`src/rtl/sw_cond_pkg.sv`:
```
// Shared constants and helpers for the switch conditioning blocks.
package sw_cond_pkg;

   localparam int CLK_HZ                = 50_000_000;
   localparam int DEBOUNCE_MS           = 10;
   localparam int STABLE_CYCLES_DEFAULT = CLK_HZ / 1000 * DEBOUNCE_MS;

   // Smallest width w with 2**w >= value (at least 1 so a counter always exists).
   function automatic int clog2(input int value);
      int w;
      w = 1;
      while ((1 << w) < value) begin
         w = w + 1;
      end
      return w;
   endfunction

endpackage

```
`src/rtl/debounce_bit.sv`:
```
// One switch channel: two-flop synchronizer, stability counter,
// accepted level and registered rise/fall strobes.
module debounce_bit
   import sw_cond_pkg::*;
#(
   parameter int STABLE_CYCLES = STABLE_CYCLES_DEFAULT,
   parameter int CNT_W         = clog2(STABLE_CYCLES_DEFAULT)
) (
   input  logic i_clk,
   input  logic i_rst_n,
   input  logic i_sw,
   output logic o_db,
   output logic o_rise,
   output logic o_fall
);

   localparam logic [CNT_W-1:0] CNT_LAST = CNT_W'(STABLE_CYCLES - 1);
   localparam logic [CNT_W-1:0] CNT_ONE  = CNT_W'(1);

   logic             r_s1;
   logic             r_s2;
   logic [CNT_W-1:0] r_cnt;
   logic             r_db;
   logic             r_rise;
   logic             r_fall;

   // Bring the asynchronous switch level into the clock domain; only r_s2 is used past here.
   always_ff @(posedge i_clk) begin
      if (!i_rst_n) begin
         r_s1 <= 1'b0;
         r_s2 <= 1'b0;
      end else begin
         r_s1 <= i_sw;
         r_s2 <= r_s1;
      end
   end

   // Accept a new level only after it has disagreed with r_db for STABLE_CYCLES clocks in a row.
   always_ff @(posedge i_clk) begin
      if (!i_rst_n) begin
         r_cnt  <= '0;
         r_db   <= 1'b0;
         r_rise <= 1'b0;
         r_fall <= 1'b0;
      end else begin
         r_rise <= 1'b0;
         r_fall <= 1'b0;
         if (r_s2 == r_db) begin
            // Any return to the accepted level restarts the qualification window.
            r_cnt <= '0;
         end else if (r_cnt == CNT_LAST) begin
            r_db   <= r_s2;
            r_cnt  <= '0;
            r_rise <= r_s2;
            r_fall <= ~r_s2;
         end else begin
            r_cnt <= r_cnt + CNT_ONE;
         end
      end
   end

   assign o_db   = r_db;
   assign o_rise = r_rise;
   assign o_fall = r_fall;

endmodule

```
`src/rtl/switch_debouncer.sv`:
```
// Debounces the slide switch bank; one independent channel per switch
// plus a combined change indicator.
module switch_debouncer
   import sw_cond_pkg::*;
#(
   parameter int WIDTH         = 10,
   parameter int STABLE_CYCLES = STABLE_CYCLES_DEFAULT,
   parameter int CNT_W         = clog2(STABLE_CYCLES_DEFAULT)
) (
   input  logic             CLOCK_50,
   input  logic             RESET_N,
   input  logic [WIDTH-1:0] SW,
   output logic [WIDTH-1:0] SW_DB,
   output logic [WIDTH-1:0] SW_RISE,
   output logic [WIDTH-1:0] SW_FALL,
   output logic             SW_CHANGED
);

   logic [WIDTH-1:0] w_db;
   logic [WIDTH-1:0] w_rise;
   logic [WIDTH-1:0] w_fall;

   for (genvar gi = 0; gi < WIDTH; gi++) begin : g_bit
      debounce_bit #(
         .STABLE_CYCLES (STABLE_CYCLES),
         .CNT_W         (CNT_W)
      ) u_bit (
         .i_clk   (CLOCK_50),
         .i_rst_n (RESET_N),
         .i_sw    (SW[gi]),
         .o_db    (w_db[gi]),
         .o_rise  (w_rise[gi]),
         .o_fall  (w_fall[gi])
      );
   end

   assign SW_DB      = w_db;
   assign SW_RISE    = w_rise;
   assign SW_FALL    = w_fall;
   // Strobes are already registered, so the combined flag lines up with them.
   assign SW_CHANGED = |{w_rise, w_fall};

endmodule

```
`config.mk`:
```
export PLATFORM = sky130hd
export DESIGN_NAME = switch_debouncer
export DESIGN_NICKNAME = d
export VERILOG_FILES = /design/src/rtl/sw_cond_pkg.sv /design/src/rtl/debounce_bit.sv /design/src/rtl/switch_debouncer.sv
export SDC_FILE = /design/constraint.sdc
export NUM_CORES = 1
export LEC_CHECK = 0
export ABC_AREA = 0
export ABC_CLOCK_PERIOD_IN_PS = 5110
export BUFFER_PORTS_ARGS = -buffer_cell sky130_fd_sc_hd__buf_2
export CAP_MARGIN = 20
export CORE_ASPECT_RATIO = 0.7
export CORE_UTILIZATION = 30
export DETAILED_ROUTE_END_ITERATION = 10
export GPL_ROUTABILITY_DRIVEN = 0
export HOLD_SLACK_MARGIN = 0.05
export SLEW_MARGIN = 20
export SYNTH_ARGS = -nofsm -noshare
export SYNTH_HDL_FRONTEND = slang
export SYNTH_SLANG_ARGS = --single-unit
```
`constraint.sdc`:
```
create_clock -name CLOCK_50 -period 5.11 [get_ports CLOCK_50]
set_clock_uncertainty 0.2 [all_clocks]
set_input_delay 0.2555 -clock CLOCK_50 [delete_from_list [all_inputs] [get_ports CLOCK_50]]
set_output_delay 0.2555 -clock CLOCK_50 [all_outputs]
set_load 0.05 [all_outputs]
```
==> results of run 1 <==
==> how the worst max path moves through the flow <==
stage                                  startpoint                        to  slack [ns]  cells after the start
after floorplan           g_bit[3].u_bit.r_cnt[0]  g_bit[3].u_bit.r_cnt[10]        2.94                      6
after global placement    g_bit[3].u_bit.r_cnt[0]   g_bit[3].u_bit.r_cnt[7]        2.67                      5
after detailed placement  g_bit[3].u_bit.r_cnt[0]  g_bit[3].u_bit.r_cnt[15]        2.60                      5
after CTS                   g_bit[5].u_bit.o_rise                SW_CHANGED        2.45                      4
after global routing      g_bit[7].u_bit.r_cnt[0]   g_bit[7].u_bit.r_cnt[6]        2.39                      5
final                       g_bit[5].u_bit.o_rise                SW_CHANGED        2.54                      4
==> timing repair <==
| item | in CTS | in global routing |
|---|---|---|
| endpoints found under the setup margin | 0 | 0 |
| endpoints found under the hold margin | 18 | 0 |
| hold buffers | 14 | 0 |
==> worst max-delay path: cells and delay by family (launching register included) <==
| family | cells | cell delay, ns |
|---|---|---|
| DFF | 1 | 0.38 |
| and+or+nand+nor | 3 | 0.94 |
| buffers and inverters | 1 | 0.27 |
==> cells in the mapped netlist (all sizes together) <==
master / count
nand4b: 4
ha: 10
nand3: 68
nand2: 57
or3: 40
clkbuf: 19
o21bai: 6
o311ai: 1
or4b: 4
nor4b: 6
inv: 49
or3b: 3
a31o: 4
o21a: 9
o31ai: 18
o31a: 1
xor2: 57
dfxtp: 240
or4: 23
nor4: 48
buf: 40
nand3b: 1
nor4bb: 3
a21oi: 51
and3: 17
xnor2: 75
and4: 16
nand4: 49
o211ai: 1
o21ai: 31
nand4bb: 3
and2: 24
nor3: 31
o41ai: 2
or2: 5
nor2: 157
nor2b: 1
mux2i: 1
==> flip-flops by register name (all words and copies together) (netlist names) <==
name / flops
g_bit.u_bit.o_db: 10
g_bit.u_bit.o_fall: 10
g_bit.u_bit.o_rise: 10
g_bit.u_bit.r_cnt: 190
g_bit.u_bit.r_s1: 10
g_bit.u_bit.r_s2: 10
==> layer usage <==
layer	routed length [um]	global-route usage	share of wire	vias to the layer above
li1	-	-	-	4185
met1	11100	0.175	0.51	3703
met2	9170	0.183	0.43	94
met3	918	0.0239	0.043	29
met4	350	0.0253	0.016	0
met5	0	0	0	-
==> layout make-up <==
cell class              count  area share
clock buffers              40      0.0645
repair buffers             59      0.0314
inverters                  49      0.0155
well taps                 464      0.0490
clock inverters             6     0.00464
flip-flops and latches    240       0.405
multi-input cells         827       0.430
==> kinds of logic after synthesis <==
| logic type | after synthesis |
|---|---|
| buffers and inverters | 108 |
| adders and majority gates | 10 |
| xor gates and xnor gates | 132 |
| AOI/OAI and AO/OA | 124 |
| and+or+nand+nor | 560 |
| DFF | 240 |
| muxes | 1 |
==> metrics by stage <==
stage	util	hold slack (ns)	cell area [sq um]	setup WS, ns
2_1_floorplan	-	0.183	10400	2.94
3_3_place_gp	0.321	0.214	10900	2.67
3_5_place_dp	0.321	0.220	10900	2.60
4_1_cts	0.350	0.233	11900	2.45
5_1_grt	0.350	0.248	11900	2.39
6_report	0.350	0.232	11900	2.54
==> power groups by stage <==
| stage | registers, mW | logic [mW] | clock network [mW] |
|---|---|---|---|
| global route | 1.89 | 0.0551 | 1.94 |
| detailed placement | 1.93 | 0.0416 | 0 |
| CTS | 1.89 | 0.0500 | 1.86 |
| global placement | 1.93 | 0.0411 | 0 |
| floorplan | 1.93 | 0.0279 | 0 |
| finish | 1.89 | 0.0486 | 1.80 |
==> impl_metrics.ini, run 1 <==
[status]
status = completed

[sta]
fin_crit_ns = 2.57
finalCritPeriodShare = 0.502
rsz0062_at_grt = false
slew_headroom = 0.406
timing.fmax_ghz = 0.390
finalSetupTns_ns = 0
hold_viol = 0
tightest_slew_ns = 0.883
setup_violations = 0
slew_violations = 0

[flow_run]
maxCapViolations = 0

[power_and_ir_drop]
power_leakage_nw = 3.64
ir_drop_mv = 0.218
comb_power_share = 0.013
p_switching_mw = 0.767
internal_power_mw = 2.97
power.density_cell_area_nw_per_um2 = 316
clkPwrFrac = 0.482
p_seq_frac = 0.505
finalPower_mw = 3.74
switching_share = 0.205

[placed_design]
place_inst = 1625
dp_hpwl_um = 15100
portBuffers = 42

[cells_and_area]
layout.area.seq_sq_um = 4800
final_cell_mix = dfxtp_1 (240), nor2_1 (157), xnor2_1 (75)
nets = 1225
fill_cells = 3477
final_common_cell = dfxtp_1
n_antenna_cell = 0
drive_gt1_frac = 0.0876
syn2layout_area_growth_pct = 13.5
fin_cells = 1685
multiInputGateArea_sq_um = 5090

[detailed_routing]
drc = 0
wirelength_um = 21500
first_iter_violations = 440
drt-vias-per-instance = 4.75
postRouteAntennaNets = 0
vias = 8011
wire_per_inst_um = 12.8
drtPass1Iterations = 5

[critical_path]
path_max_fanout = 2
end_kind = output port
reg2reg_from = g_bit[3].u_bit.r_cnt[0]
cp.arrival_ns = 2.11
crit_required_ns = 4.65
cpPeakStageDelay_ns = 0.60
startpoint_type = flip-flop
path_cells = nor4_1 > and3_1 > nand3_1 > buf_2
r2r_end = g_bit[3].u_bit.r_cnt[8]
ff2ff_path_depth = 5
critPathKind = reg2out
slowest_stage = nor4_1
reg2reg_slack_ns = 2.57

[clock_network]
root_buffer = clkbuf_16
cts.repair.resized = 0
htree_levels = 1
postCtsSetupRepairBufs = 0
clkLatencyLatePin_ns = 0.52
cts.clk_slew.worst_paths_ns = 0.06
clockBufferDepth = 3
clock-sinks = 240
cts_buffers = 26
cts_tree = done

[synth]
postSynthAreaPerCell_sq_um = 8.89
synth_area_leader_cell = dfxtp_1
synth_compound_area_frac = 0.0773
synth_warnings = 0
yosysUniqueCellTypes = 47
synthSimpleGateAreaFrac = 0.287
synth_area_sq_um = 10400
yosys_register_bits = 240
synth_fa_ha_area_frac = 0.0120
yosysSeqAreaShare = 0.460
synthCells = 1175
synth_xor_area_frac = 0.111
synthTopCellsByArea = dfxtp_1 (46%), xnor2_1 (6.3%), nor2_1 (5.6%)
syn-num-nets = 1197
synth_top_family_by_area = simple AND/OR/NAND/NOR gates
netlist.area_leader.share = 0.460
synth_mux_area_frac = 0.000958

[grt]
grt_overflow = 0
grt_pass1_wl_um = 35800
grt_max_degree = 24
grt_pass1_vias = 7065
track_usage = 0.121
grt_antenna_before_repair = 0

[die]
core_area_sq_um = 33900
start_util = 0.308
fp-row-count = 56
io_pins = 43
die_area_sq_um = 35600
fp.dieH_um = 158
dieWidth_um = 225

[worst_hold_path]
hp-class = reg2reg
hold_end = g_bit[5].u_bit.r_s2
hp-start = g_bit[5].u_bit.r_s1
worstHoldPathCells = 1
(Power assumes the default switching activity.)
==> run 2: changes to the inputs <==
ABC_CLOCK_PERIOD_IN_PS = 2500   (was 5110)
clock period = 2.5 ns   (was 5.11 ns; I/O delays follow)
==> run 2 against run 1 <==
Net effect:
- register-to-register slack worse by 2.4 ns
- sequential share of layout area decreased by 0.83 points
- via count up 1.4%
- sequential power rose by 100%
- critical endpoint is now g_bit[2].u_bit.r_cnt[3]
- highest routed layer unchanged
==> impl_metrics.ini, run 2 (synthesis gave the netlist of run 1 again) <==
[detailed_routing]
drt-vias-per-instance = 4.76
wirelength_um = 22000
drc = 0
drtPass1Iterations = 5
vias = 8122
postRouteAntennaNets = 0
wire_per_inst_um = 12.9
first_iter_violations = 479

[critical_path]
startpoint_type = flip-flop
path_cells = or4b_1 > or4_1 > o21bai_4 > nor2_1
cp-endpoint = g_bit[2].u_bit.r_cnt[3]
critPathKind = reg2reg
cp.buffers_inverters = 0
cpPeakStageDelay_ns = 0.64
crit_start = g_bit[2].u_bit.r_cnt[11]
ff2ff_path_depth = 4
cp.arrival_ns = 2.53
path_depth = 4
reg2reg_from = g_bit[2].u_bit.r_cnt[11]
slowest_stage = or4_1
path_max_fanout = 17
reg2reg_slack_ns = 0.17
crit_family = simple AND/OR/NAND/NOR gates
end_kind = flip-flop
r2r_end = g_bit[2].u_bit.r_cnt[3]
crit_required_ns = 2.70

[flow_run]
maxCapViolations = 0

[sta]
timing.fmax_ghz = 0.429
tightest_slew_ns = 0.721
finalWorstSetupSlack_ns = 0.169
fin_crit_ns = 2.33
slew_headroom = 0.515
slew_violations = 0
hold_viol = 0
setup_violations = 0
holdWs_ns = 0.133
rsz0062_at_grt = false
finalCritPeriodShare = 0.932
finalSetupTns_ns = 0

[cells_and_area]
layout.area.seq_sq_um = 4800
drive_gt1_frac = 0.103
largest_reg_flops = 190
final_cell_mix = dfxtp_1 (240), nor2_1 (157), xnor2_1 (75)
top_register = g_bit.u_bit.r_cnt
multiInputGateArea_sq_um = 5090
n_antenna_cell = 0
final_common_cell = dfxtp_1
fill_cells = 3491
nets = 1246
utilization = 0.357
syn2layout_area_growth_pct = 15.9

[power_and_ir_drop]
ir_drop_mv = 0.446
power.density_cell_area_nw_per_um2 = 659
power_leakage_nw = 3.77

[clock_network]
postCtsSetupRepairBufs = 0
cts_buffers = 26
root_buffer = clkbuf_16
hold_buffers = 18
clockBufferDepth = 3
cts_tree = done
htree_levels = 1
clock-sinks = 240
cts.clk_slew.worst_paths_ns = 0.06
clkLatencyLatePin_ns = 0.53
cts.repair.resized = 0

[grt]
grt_pass1_wl_um = 36200
grt_overflow = 0
grt_max_degree = 22
grt_antenna_before_repair = 0
track_usage = 0.123
grt_pass1_vias = 7278

[placed_design]
dp_worst_setup_slack_ns = 0.152
portBuffers = 42
dp_hpwl_um = 15500

[die]
fp.dieH_um = 158
core_area_sq_um = 33900
fp-row-count = 56
dieWidth_um = 225
start_util = 0.308
io_pins = 43
die_area_sq_um = 35600

[status]
status = completed

[worst_hold_path]
hp-class = in2reg
==> run 2: cell type report <==
class                      instances  share of cell area
timing repair buffer              80              0.0447
sequential                       240               0.397
clock inverter                    10              0.0133
clock buffer                      36              0.0610
inverter                          49              0.0152
multi-input combinational        827               0.421
tap                              464              0.0480
==> run 2: metal layers <==
layer | vias up | GRT usage | wire length [um]
li1 | 4219 | - | -
met1 | 3766 | 0.176 | 11600
met2 | 100 | 0.187 | 9220
met3 | 37 | 0.0239 | 786
met4 | 0 | 0.0308 | 471
met5 | - | 0 | 0
==> run 2: worst reg2reg max path: cells and delay by family (launching register included) <==
| kind | cells | cell delay, ns |
|---|---|---|
| AO/OA/AOI/OAI | 1 | 0.41 |
| flip-flops | 1 | 0.35 |
| AND/OR/NAND/NOR | 3 | 1.25 |
==> run 2: report_power, final <==
part           total (mW)  internal, mW  switching [mW]  leakage [nW]
logic               0.113        0.0521          0.0608          1.39
clock network        4.01          2.47            1.54         0.445
registers            3.86          3.84          0.0138          1.94
==> run 2: metrics by stage <==
| step | cell area, sq um | total power [mW] | cells |
|---|---|---|---|
| detailed placement | 11000 | 4.04 | 1642 |
| CTS | 12100 | 8.08 | 1706 |
| floorplan | 10400 | 4.00 | 1175 |
| finish | 12100 | 7.98 | 1706 |
| global placement | 11000 | 4.03 | 1642 |
| global route | 12100 | 8.26 | 1706 |
==> run 2: worst min-delay path by stage <==
stage               startpoint             endpoint  slack, ns  depth (start not counted)
floorplan                SW[0]  g_bit[0].u_bit.r_s1       0.05                          1
global placement         SW[6]  g_bit[6].u_bit.r_s1       0.13                          2
detailed placement       SW[6]  g_bit[6].u_bit.r_s1       0.14                          2
CTS                      SW[3]  g_bit[3].u_bit.r_s1       0.12                          3
global route             SW[2]  g_bit[2].u_bit.r_s1       0.13                          3
finish                   SW[2]  g_bit[2].u_bit.r_s1       0.13                          3
